`src/rtl/ft245_rx_deframer_if.sv`:
```
// rtl/ft245_rx_deframer_if.sv - byte-in / sample-out bundle of the FT245 receive deframer
//
// Purpose: groups the receive byte stream, the packed sample stream and the
// frame status pulses seen between the FT245 receive side, the deframer and
// the modulator sample path.
// Signals:
//   in_data[7:0]      received byte
//   in_valid          in_data holds a byte
//   in_ready          deframer accepts a byte this cycle
//   sample_data[15:0] packed sample {first byte, second byte}
//   sample_valid      sample_data is valid
//   sample_ready      downstream takes the sample this cycle
//   frame_done        one-cycle pulse, checksum matched
//   frame_err         one-cycle pulse, checksum mismatch, bad length or timeout
// Modports: slave = deframer side, master = byte source / sample sink side.

interface ft245_rx_deframer_if;
  logic [7:0]  in_data;
  logic        in_valid;
  logic        in_ready;
  logic [15:0] sample_data;
  logic        sample_valid;
  logic        sample_ready;
  logic        frame_done;
  logic        frame_err;

  modport slave (
    input  in_data, in_valid, sample_ready,
    output in_ready, sample_data, sample_valid, frame_done, frame_err
  );

  modport master (
    output in_data, in_valid, sample_ready,
    input  in_ready, sample_data, sample_valid, frame_done, frame_err
  );
endinterface

```
`src/rtl/ft245_rx_deframer.sv`:
```
// rtl/ft245_rx_deframer.sv - FT245 receive frame parser packing payload into 16-bit samples
//
// Purpose: hunts for SYNC_BYTE, reads a length byte, packs LEN payload bytes
// MSB first into 16-bit samples streamed out with valid/ready, then checks a
// trailing XOR checksum (LEN ^ payload bytes) and pulses frame_done or
// frame_err. A frame stalled mid-way for TIMEOUT_CYCLES idle cycles is
// abandoned with frame_err.
// Ports:
//   clk  system clock
//   rst  synchronous active-high reset
//   bus  ft245_rx_deframer_if.slave (byte input, sample output, status pulses)

module ft245_rx_deframer #(
  parameter logic [7:0] SYNC_BYTE      = 8'hAA,
  parameter int         MAX_LEN        = 64,
  parameter int         TIMEOUT_CYCLES = 1024
) (
  input logic                   clk,
  input logic                   rst,
  ft245_rx_deframer_if.slave    bus
);

  localparam int              TW        = $clog2(TIMEOUT_CYCLES + 1);
  localparam logic [7:0]      MAX_LEN_B = 8'(MAX_LEN);
  // The abort fires on the idle cycle that brings the count to TIMEOUT_CYCLES.
  localparam logic [TW-1:0]   T_LAST    = TW'(TIMEOUT_CYCLES - 1);

  typedef enum logic [2:0] {S_HUNT, S_LEN, S_HI, S_LO, S_CHK} state_t;

  state_t        state_q, state_d;
  logic [7:0]    rem_q, rem_d;
  logic [7:0]    chk_q, chk_d;
  logic [7:0]    hi_q, hi_d;
  logic [TW-1:0] tcnt_q, tcnt_d;
  logic [15:0]   sd_q, sd_d;
  logic          sv_q, sv_d;
  logic          done_q, done_d;
  logic          err_q, err_d;
  logic          accept;

  // Input is held off whenever the output register is full and not draining,
  // regardless of state, so no accepted byte can ever overwrite a sample.
  assign bus.in_ready     = !sv_q || bus.sample_ready;
  assign accept           = bus.in_valid && bus.in_ready;
  assign bus.sample_data  = sd_q;
  assign bus.sample_valid = sv_q;
  assign bus.frame_done   = done_q;
  assign bus.frame_err    = err_q;

  always_ff @(posedge clk) begin
    if (rst) begin
      state_q <= S_HUNT;
      rem_q   <= '0;
      chk_q   <= '0;
      hi_q    <= '0;
      tcnt_q  <= '0;
      sd_q    <= '0;
      sv_q    <= 1'b0;
      done_q  <= 1'b0;
      err_q   <= 1'b0;
    end else begin
      state_q <= state_d;
      rem_q   <= rem_d;
      chk_q   <= chk_d;
      hi_q    <= hi_d;
      tcnt_q  <= tcnt_d;
      sd_q    <= sd_d;
      sv_q    <= sv_d;
      done_q  <= done_d;
      err_q   <= err_d;
    end
  end

  always_comb begin
    state_d = state_q;
    rem_d   = rem_q;
    chk_d   = chk_q;
    hi_d    = hi_q;
    tcnt_d  = tcnt_q;
    sd_d    = sd_q;
    // A delivered sample empties the register unless an LO byte reloads it below.
    sv_d    = sv_q && !bus.sample_ready;
    done_d  = 1'b0;
    err_d   = 1'b0;

    if (accept) begin
      tcnt_d = '0;
      case (state_q)
        S_HUNT: begin
          if (bus.in_data == SYNC_BYTE) state_d = S_LEN;
        end
        S_LEN: begin
          if (bus.in_data == 8'd0 || bus.in_data[0] || bus.in_data > MAX_LEN_B) begin
            err_d   = 1'b1;
            state_d = S_HUNT;
          end else begin
            rem_d   = bus.in_data;
            chk_d   = bus.in_data;
            state_d = S_HI;
          end
        end
        S_HI: begin
          hi_d    = bus.in_data;
          chk_d   = chk_q ^ bus.in_data;
          state_d = S_LO;
        end
        S_LO: begin
          sd_d    = {hi_q, bus.in_data};
          sv_d    = 1'b1;
          chk_d   = chk_q ^ bus.in_data;
          rem_d   = rem_q - 8'd2;
          state_d = (rem_q == 8'd2) ? S_CHK : S_HI;
        end
        S_CHK: begin
          if (bus.in_data == chk_q) done_d = 1'b1;
          else                      err_d  = 1'b1;
          state_d = S_HUNT;
        end
        default: state_d = S_HUNT;
      endcase
    end else if (state_q == S_HUNT) begin
      tcnt_d = '0;
    end else if (tcnt_q == T_LAST) begin
      // Abandon the frame; a sample already in the output register still drains.
      tcnt_d  = '0;
      err_d   = 1'b1;
      state_d = S_HUNT;
    end else begin
      tcnt_d = tcnt_q + 1'b1;
    end
  end

endmodule
```
`src/flat_wrapper.sv`:
```
// flat-port wrapper written by rule: the top's interface ports become plain ports
module ft245_rx_deframer_flat 
#(
  parameter logic [7:0] SYNC_BYTE      = 8'hAA,
  parameter int         MAX_LEN        = 64,
  parameter int         TIMEOUT_CYCLES = 1024
)
  (clk, rst, bus_in_data, bus_in_valid, bus_sample_ready, bus_in_ready, bus_sample_data, bus_sample_valid, bus_frame_done, bus_frame_err);
  ft245_rx_deframer_if bus_i ();
  input logic clk;
  input logic rst;
  input wire logic [$bits(bus_i.in_data)-1:0] bus_in_data;
  input wire logic [$bits(bus_i.in_valid)-1:0] bus_in_valid;
  input wire logic [$bits(bus_i.sample_ready)-1:0] bus_sample_ready;
  output wire logic [$bits(bus_i.in_ready)-1:0] bus_in_ready;
  output wire logic [$bits(bus_i.sample_data)-1:0] bus_sample_data;
  output wire logic [$bits(bus_i.sample_valid)-1:0] bus_sample_valid;
  output wire logic [$bits(bus_i.frame_done)-1:0] bus_frame_done;
  output wire logic [$bits(bus_i.frame_err)-1:0] bus_frame_err;
  assign bus_i.in_data = bus_in_data;
  assign bus_i.in_valid = bus_in_valid;
  assign bus_i.sample_ready = bus_sample_ready;
  assign bus_in_ready = bus_i.in_ready;
  assign bus_sample_data = bus_i.sample_data;
  assign bus_sample_valid = bus_i.sample_valid;
  assign bus_frame_done = bus_i.frame_done;
  assign bus_frame_err = bus_i.frame_err;
  ft245_rx_deframer #(.SYNC_BYTE(SYNC_BYTE), .MAX_LEN(MAX_LEN), .TIMEOUT_CYCLES(TIMEOUT_CYCLES)) u_core (.clk(clk), .rst(rst), .bus(bus_i));
endmodule
```
`config.mk`:
```
export PLATFORM = sky130hd
export DESIGN_NAME = ft245_rx_deframer_flat
export DESIGN_NICKNAME = d
export VERILOG_FILES = /design/src/rtl/ft245_rx_deframer_if.sv /design/src/rtl/ft245_rx_deframer.sv /design/src/flat_wrapper.sv
export SDC_FILE = /design/constraint.sdc
export NUM_CORES = 1
export LEC_CHECK = 0
export BUFFER_PORTS_ARGS = -buffer_cell sky130_fd_sc_hd__buf_2
export CAP_MARGIN = 0
export CORE_ASPECT_RATIO = 1.75
export CORE_MARGIN = 5
export CORE_UTILIZATION = 40
export DETAILED_ROUTE_END_ITERATION = 8
export GPL_TIMING_DRIVEN = 0
export MAX_ROUTING_LAYER = met4
export PLACE_DENSITY = 0.58
export SLEW_MARGIN = 5
export SYNTH_ARGS = -nofsm -noshare
export SYNTH_HDL_FRONTEND = slang
export SYNTH_SLANG_ARGS = --single-unit
```
`constraint.sdc`:
```
create_clock -name clk -period 6.1 [get_ports clk]
set_input_delay 0.61 -clock clk [delete_from_list [all_inputs] [get_ports clk]]
set_output_delay 0.61 -clock clk [all_outputs]
set_load 0.05 [all_outputs]
```
==> results_dict.tcl, run 1 <==
set metrics [dict create \
    status "finished, final reports clean" \
    cp_top_family "simple AND/OR/NAND/NOR gates" \
    p_clk_frac 0.570 \
    syn_nets 345 \
    wl_per_cell_um 15.3 \
    dpl.cell_count 438 \
    min_path_type "reg -> reg" \
    fin_cells 454 \
    cts_hold_buf 0 \
    synth_cell_types 50 \
    hpwlAfterDp_mm 5.12 \
    fin_skew_ns 0.00451 \
    drt-vias-per-instance 5.33 \
    drc_errors 0 \
    clock_latency_ns 0.32 \
    port_buffers 25 \
    grt_pass1_wl_mm 11.3 \
    drt-total-wl_mm 6.95 \
    setup-violations-final 0 \
    final_max_slew_viol_count 0 \
    criticalPathCategory "reg -> reg" \
    firstDrtPassIters 4 \
    cp.arrival_ns 2.95 \
    clk_path_buf_depth 2 \
    p_per_area_nw_per_um2 296 \
    place_congestion 0.917 \
    worst_slew_pin_slew_ns 1.20 \
    syn2layout_area_growth_pct 20.9 \
    htree_levels 3 \
    ant_nets 0 \
    rsz0062_at_grt "no" \
    first_iter_violations 116 \
    synth_edf_count 0 \
    grt_max_degree 11 \
    cts-resized-gates 0 \
    slew_headroom 0.193 \
    post_cts_buffers 0 \
    synth-async-reset-ratio 0 \
    leakagePower_uw 0.00123 \
    ctsRootBufferMaster "clkbuf_16" \
    cp-start-kind "flop" \
    ys_seq_area_frac 0.427 \
    coreArea_um2 6540 \
    path_clk_slew_ns 0.05 \
    yosysWarningCount 0 \
    layout.nets 381 \
    p_int_uw 762 \
    gr-total-overflow 0 \
    cp_num_buf_inv 2 \
    ir_drop_mv 0.189 \
    grt_pass1_vias 2365 \
    grt_usage 0.176 \
    die_area_um2 8480 \
    start_util 0.409 \
    fillers 670 \
    slowest_delay_ns 1.01 \
    synth.avg_cell_area_um2 8.07 \
    fin_crit_ns 2.70 \
    tns_ns 0 \
    ys_ff_latch 57 \
    synthFlopType "dfxtp_1" \
    numClockSinks 57 \
    die_h_um 118 \
    syn-cell-area_um2 2670 \
    netlist_instances 331 \
    drive_above_1_share 0.137 \
    maxCapViolCount 0 \
    fp.dieW_um 71.8 \
    critPathSlowestCell "nor3_1" \
    antenna_found_initial 0 \
    vias 2419 \
    ios 32 \
    switching_share 0.204 \
    cp.required_ns 6.35 \
    diodes 0 \
    endpoint_kind "flop" \
    post-route-period-util 0.443 \
    path_common_cell "clkbuf_1" \
    cts_buffers 9 \
    rows 39 \
    p_total_uw 957 \
    worstPathCellList "clkbuf_1, nand3b_1, nor3_1, clkbuf_1, nand2_1, a21oi_1" \
    cts_tree "yes" \
    timing.fmax_mhz 370 \
    cp_max_fo 10 \
    power_frac_seq 0.391 \
    switchingPower_uw 195 \
    hold_viol_final 0 \
    combPwrFrac 0.039 \
]
==> layer usage <==
layer / vias to the layer above / track usage / share of wire
met5: - / - / 0
met4: 0 / 0.100 / 0.034
met3: 18 / 0.0350 / 0.037
met2: 65 / 0.298 / 0.52
met1: 1117 / 0.184 / 0.41
li1: 1219 / - / -
==> per-stage QoR <==
stage / setup slack, ns / area, um^2 / utilization / hold slack (ns)
2_1_floorplan: 3.64 / 2670 / - / 0.413
3_3_place_gp: 3.17 / 2900 / 0.443 / 0.435
3_5_place_dp: 3.19 / 2900 / 0.443 / 0.438
4_1_cts: 3.31 / 3230 / 0.494 / 0.445
5_1_grt: 3.12 / 3230 / 0.494 / 0.471
6_report: 3.40 / 3230 / 0.494 / 0.442
==> Yosys cell counts, types with 2 or more instances <==
| library cell | instances | area (um^2) |
|---|---|---|
| ha_1 | 2 | 25.0 |
| nor3_1 | 7 | 35.0 |
| nand4_1 | 3 | 18.8 |
| nand2b_1 | 3 | 18.8 |
| nor2b_1 | 7 | 43.8 |
| and2_1 | 3 | 18.8 |
| nand4b_1 | 3 | 26.3 |
| inv_1 | 8 | 30.0 |
| nor4_1 | 5 | 31.3 |
| o2bb2ai_1 | 3 | 26.3 |
| a22o_1 | 10 | 87.6 |
| xor2_1 | 12 | 105 |
| o21ai_0 | 2 | 10.0 |
| a32oi_1 | 2 | 17.5 |
| a21oi_1 | 38 | 190 |
| and3_1 | 5 | 31.3 |
| or3_1 | 2 | 12.5 |
| a31oi_1 | 3 | 18.8 |
| nand2_1 | 69 | 259 |
| clkbuf_1 | 17 | 63.8 |
| nor2_1 | 32 | 120 |
| dfxtp_1 | 57 | 1140 |
| nand3_1 | 7 | 35.0 |
| xnor2_1 | 5 | 43.8 |
==> final timing paths <==
kind | from | to | slack (ns) | cells past startpoint
setup / recovery | u_core.state_q[0]$_SDFFE_PP0P_ | u_core.bus.sample_data[14]$_SDFFE_PP0P_ | 3.40 | 6
hold / removal | u_core.tcnt_q[0]$_SDFF_PP0_ | u_core.tcnt_q[0]$_SDFF_PP0_ | 0.44 | 1
setup reg to reg | u_core.state_q[0]$_SDFFE_PP0P_ | u_core.bus.sample_data[14]$_SDFFE_PP0P_ | 3.40 | 6
hold reg to reg | u_core.tcnt_q[0]$_SDFF_PP0_ | u_core.tcnt_q[0]$_SDFF_PP0_ | 0.44 | 1
==> kinds of logic (layout without fill, tap and decap cells) <==
family,Yosys count,count (layout),synth area share
multiplexers,1,1,0.00375
adder cells (fa/ha/maj),2,2,0.00937
AND/OR/NAND/NOR,156,156,0.276
buffers and inverters,27,68,0.0422
XOR/XNOR,17,17,0.0557
flip-flops,57,57,0.427
AO/OA/AOI/OAI,71,71,0.185
==> cells in the final DEF (no fill, tap or decap), drive strengths merged, types with 3 or more instances in the layout <==
cell type | synthesis | final
o2bb2ai | 3 | 3
a22o | 11 | 11
nand4 | 3 | 3
xor2 | 12 | 12
and3 | 5 | 5
dfxtp | 57 | 57
nor4 | 6 | 6
a31oi | 3 | 3
nand4b | 3 | 3
nor3 | 7 | 7
or3 | 3 | 3
a21oi | 38 | 38
inv | 8 | 8
and2 | 4 | 4
nand2 | 69 | 69
clkbuf | 17 | 28
nand2b | 3 | 3
buf | 2 | 27
nand3 | 7 | 7
nor2b | 7 | 7
nor2 | 32 | 32
xnor2 | 5 | 5
==> registers in the layout, summed over array words and instances, names as in the netlist <==
signal / count
u_core.bus.frame_err: 1
u_core.rem_q: 8
u_core.bus.sample_valid: 1
u_core.hi_q: 8
u_core.bus.frame_done: 1
u_core.chk_q: 8
u_core.state_q: 3
u_core.bus.sample_data: 16
u_core.tcnt_q: 11
==> power by group through the flow <==
stage | registers, uW | logic, uW | clock network (uW)
CTS | 374 | 37.3 | 557
global placement | 382 | 36.9 | 0
floorplan | 382 | 23.5 | 0
detailed placement | 382 | 37.2 | 0
global route | 374 | 40.5 | 574
finish | 374 | 37.3 | 545
==> final cells by class <==
class / count / area, um^2 / area share
clock inverters: 5 / 77.6 / 0.0240
plain buffers: 19 / 82.6 / 0.0256
clock buffers: 11 / 253 / 0.0783
multi-input cells: 247 / 1420 / 0.439
flip-flops and latches: 57 / 1140 / 0.353
inverters: 8 / 30.0 / 0.00930
well taps: 82 / 103 / 0.0318
repair buffers: 25 / 125 / 0.0387
No activity file was read; power rests on OpenSTA's default activity.
==> inputs of run 2 (changes only) <==
Settings changed: PLACE_DENSITY 0.58 to 0.61.
Clock period 6.1 ns to 2.3 ns, I/O delays scaled along.
==> results_dict.tcl, run 2 (synthesis gave the netlist of run 1 again) <==
set metrics [dict create \
    fp.dieW_um 71.8 \
    worstPathCellList "clkbuf_1, nand2b_1, nor3_1, nand2_1, clkbuf_1, o2bb2ai_1, a21oi_1" \
    timing.fmax_mhz 473 \
    grt_pass1_wl_mm 11.3 \
    setup-violations-final 0 \
    maxCapViolCount 0 \
    wl_per_cell_um 15.3 \
    path_common_cell "clkbuf_1" \
    dpl.cell_count 438 \
    slew_headroom 0.588 \
    rows 39 \
    syn2layout_area_growth_pct 20.0 \
    cp.required_ns 2.55 \
    ant_nets 0 \
    leakagePower_uw 0.00121 \
    clk_path_buf_depth 2 \
    drt-total-wl_mm 6.95 \
    clock_latency_ns 0.32 \
    slowest_delay_ns 0.43 \
    fin_skew_ns 0.00662 \
    numClockSinks 57 \
    die_area_um2 8480 \
    fin_cells 454 \
    first_iter_violations 124 \
    cp_max_fo 10 \
    cts_buffers 9 \
    layout_common_cells "nand2_1 (69), dfxtp_1 (57), a21oi_1 (38)" \
    p_total_uw 2270 \
    cts_tree "yes" \
    tns_ns 0 \
    grt_max_degree 11 \
    layout.nets 383 \
    critPathSlowestCell "nor3_1" \
    hold_viol_final 0 \
    ir_drop_mv 0.568 \
    p_per_area_nw_per_um2 707 \
    port_buffers 25 \
    largest_reg_flops 16 \
    antenna_found_initial 0 \
    hpwlAfterDp_mm 5.11 \
    coreArea_um2 6540 \
    final_max_slew_viol_count 0 \
    dp_slack_ns -0.398 \
    endpoint_kind "flop" \
    diodes 0 \
    drt-vias-per-instance 5.37 \
    place_congestion 0.940 \
    die_h_um 118 \
    start_util 0.409 \
    drc_errors 0 \
    drive_above_1_share 0.145 \
    fin_crit_ns 2.11 \
    criticalPathCategory "reg -> reg" \
    vias 2439 \
    final_common_cell "nand2_1" \
    ctsRootBufferMaster "clkbuf_16" \
    htree_levels 3 \
    rsz0062_at_grt "no" \
    grt_pass1_vias 2402 \
    status "finished, final reports clean" \
    fillers 661 \
    fin_ws_ns 0.188 \
    worst_slew_pin_slew_ns 0.612 \
    gr-total-overflow 0 \
    grt_usage 0.174 \
    path_clk_slew_ns 0.05 \
    cp-start-kind "flop" \
    cp.arrival_ns 2.36 \
    min_path_type "in -> reg" \
    post-route-period-util 0.918 \
    firstDrtPassIters 4 \
    ios 32 \
]
[run 2: cell types whose count changed in the layout (fill, tap and decap cells not counted), moves of 2 or more]
cell       previous run  this run
clkbuf_1             17        19
clkinv_2              2         0
buf_4                 1         3
bufinv_16             2         0
[run 2: worst max-delay path: cells and delay by family (launching register included)]
family          cells  cell delay (ns)
buf+inv             2             0.50
simple gates        3             0.92
compound gates      2             0.34
flops               1             0.29
[run 2: timing repair]
item                       4_1_cts  5_1_grt
pin swaps                        0        1
hold endpoints to repair         0        0
setup endpoints to repair       24        3
hold buffers                     0        0
gates cloned                     0        0
resized for setup                4        2
buffers inserted                 0        2
[run 2: cell type report]
type	instances	area (um^2)	share of cell area
buffer	19	83.8	0.0262
timing repair buffer	27	140	0.0437
sequential	57	1140	0.356
clock buffer	14	264	0.0824
inverter	8	30.0	0.00937
multi-input combinational	247	1440	0.450
tap	82	103	0.0320
[run 2: final timing paths]
path                                  startpoint                           end  slack (ns)  cells past startpoint
hold / removal                    bus_in_data[2]   u_core.hi_q[2]$_SDFFE_PP0P_        0.21                      3
setup reg to reg  u_core.state_q[2]$_SDFFE_PP0P_  u_core.rem_q[3]$_SDFFE_PP0P_        0.19                      7
hold reg to reg      u_core.tcnt_q[0]$_SDFF_PP0_   u_core.tcnt_q[0]$_SDFF_PP0_        0.45                      1
setup / recovery  u_core.state_q[2]$_SDFFE_PP0P_  u_core.rem_q[3]$_SDFFE_PP0P_        0.19                      7
[run 2: per-stage QoR]
step / area [um^2] / hold WS [ns] / util
5_1_grt: 3210 / 0.226 / 0.490
2_1_floorplan: 2670 / 0.366 / -
4_1_cts: 3180 / 0.213 / 0.487
6_report: 3210 / 0.214 / 0.490
3_5_place_dp: 2900 / 0.438 / 0.443
3_3_place_gp: 2900 / 0.432 / 0.443
[run 2: metal layers]
layer | wire length [um] | vias up | global-route usage
met2 | 3620 | 50 | 0.292
met4 | 255 | 0 | 0.119
met5 | 0 | - | -
li1 | - | 1221 | -
met1 | 2870 | 1149 | 0.178
met3 | 210 | 19 | 0.0308
[run 2: report_power, final]
part	internal (uW)	switching (uW)	total (uW)
clock	772	401	1170
combinational	28.8	70.1	98.9
sequential	992	1.87	994
total	1790	473	2270
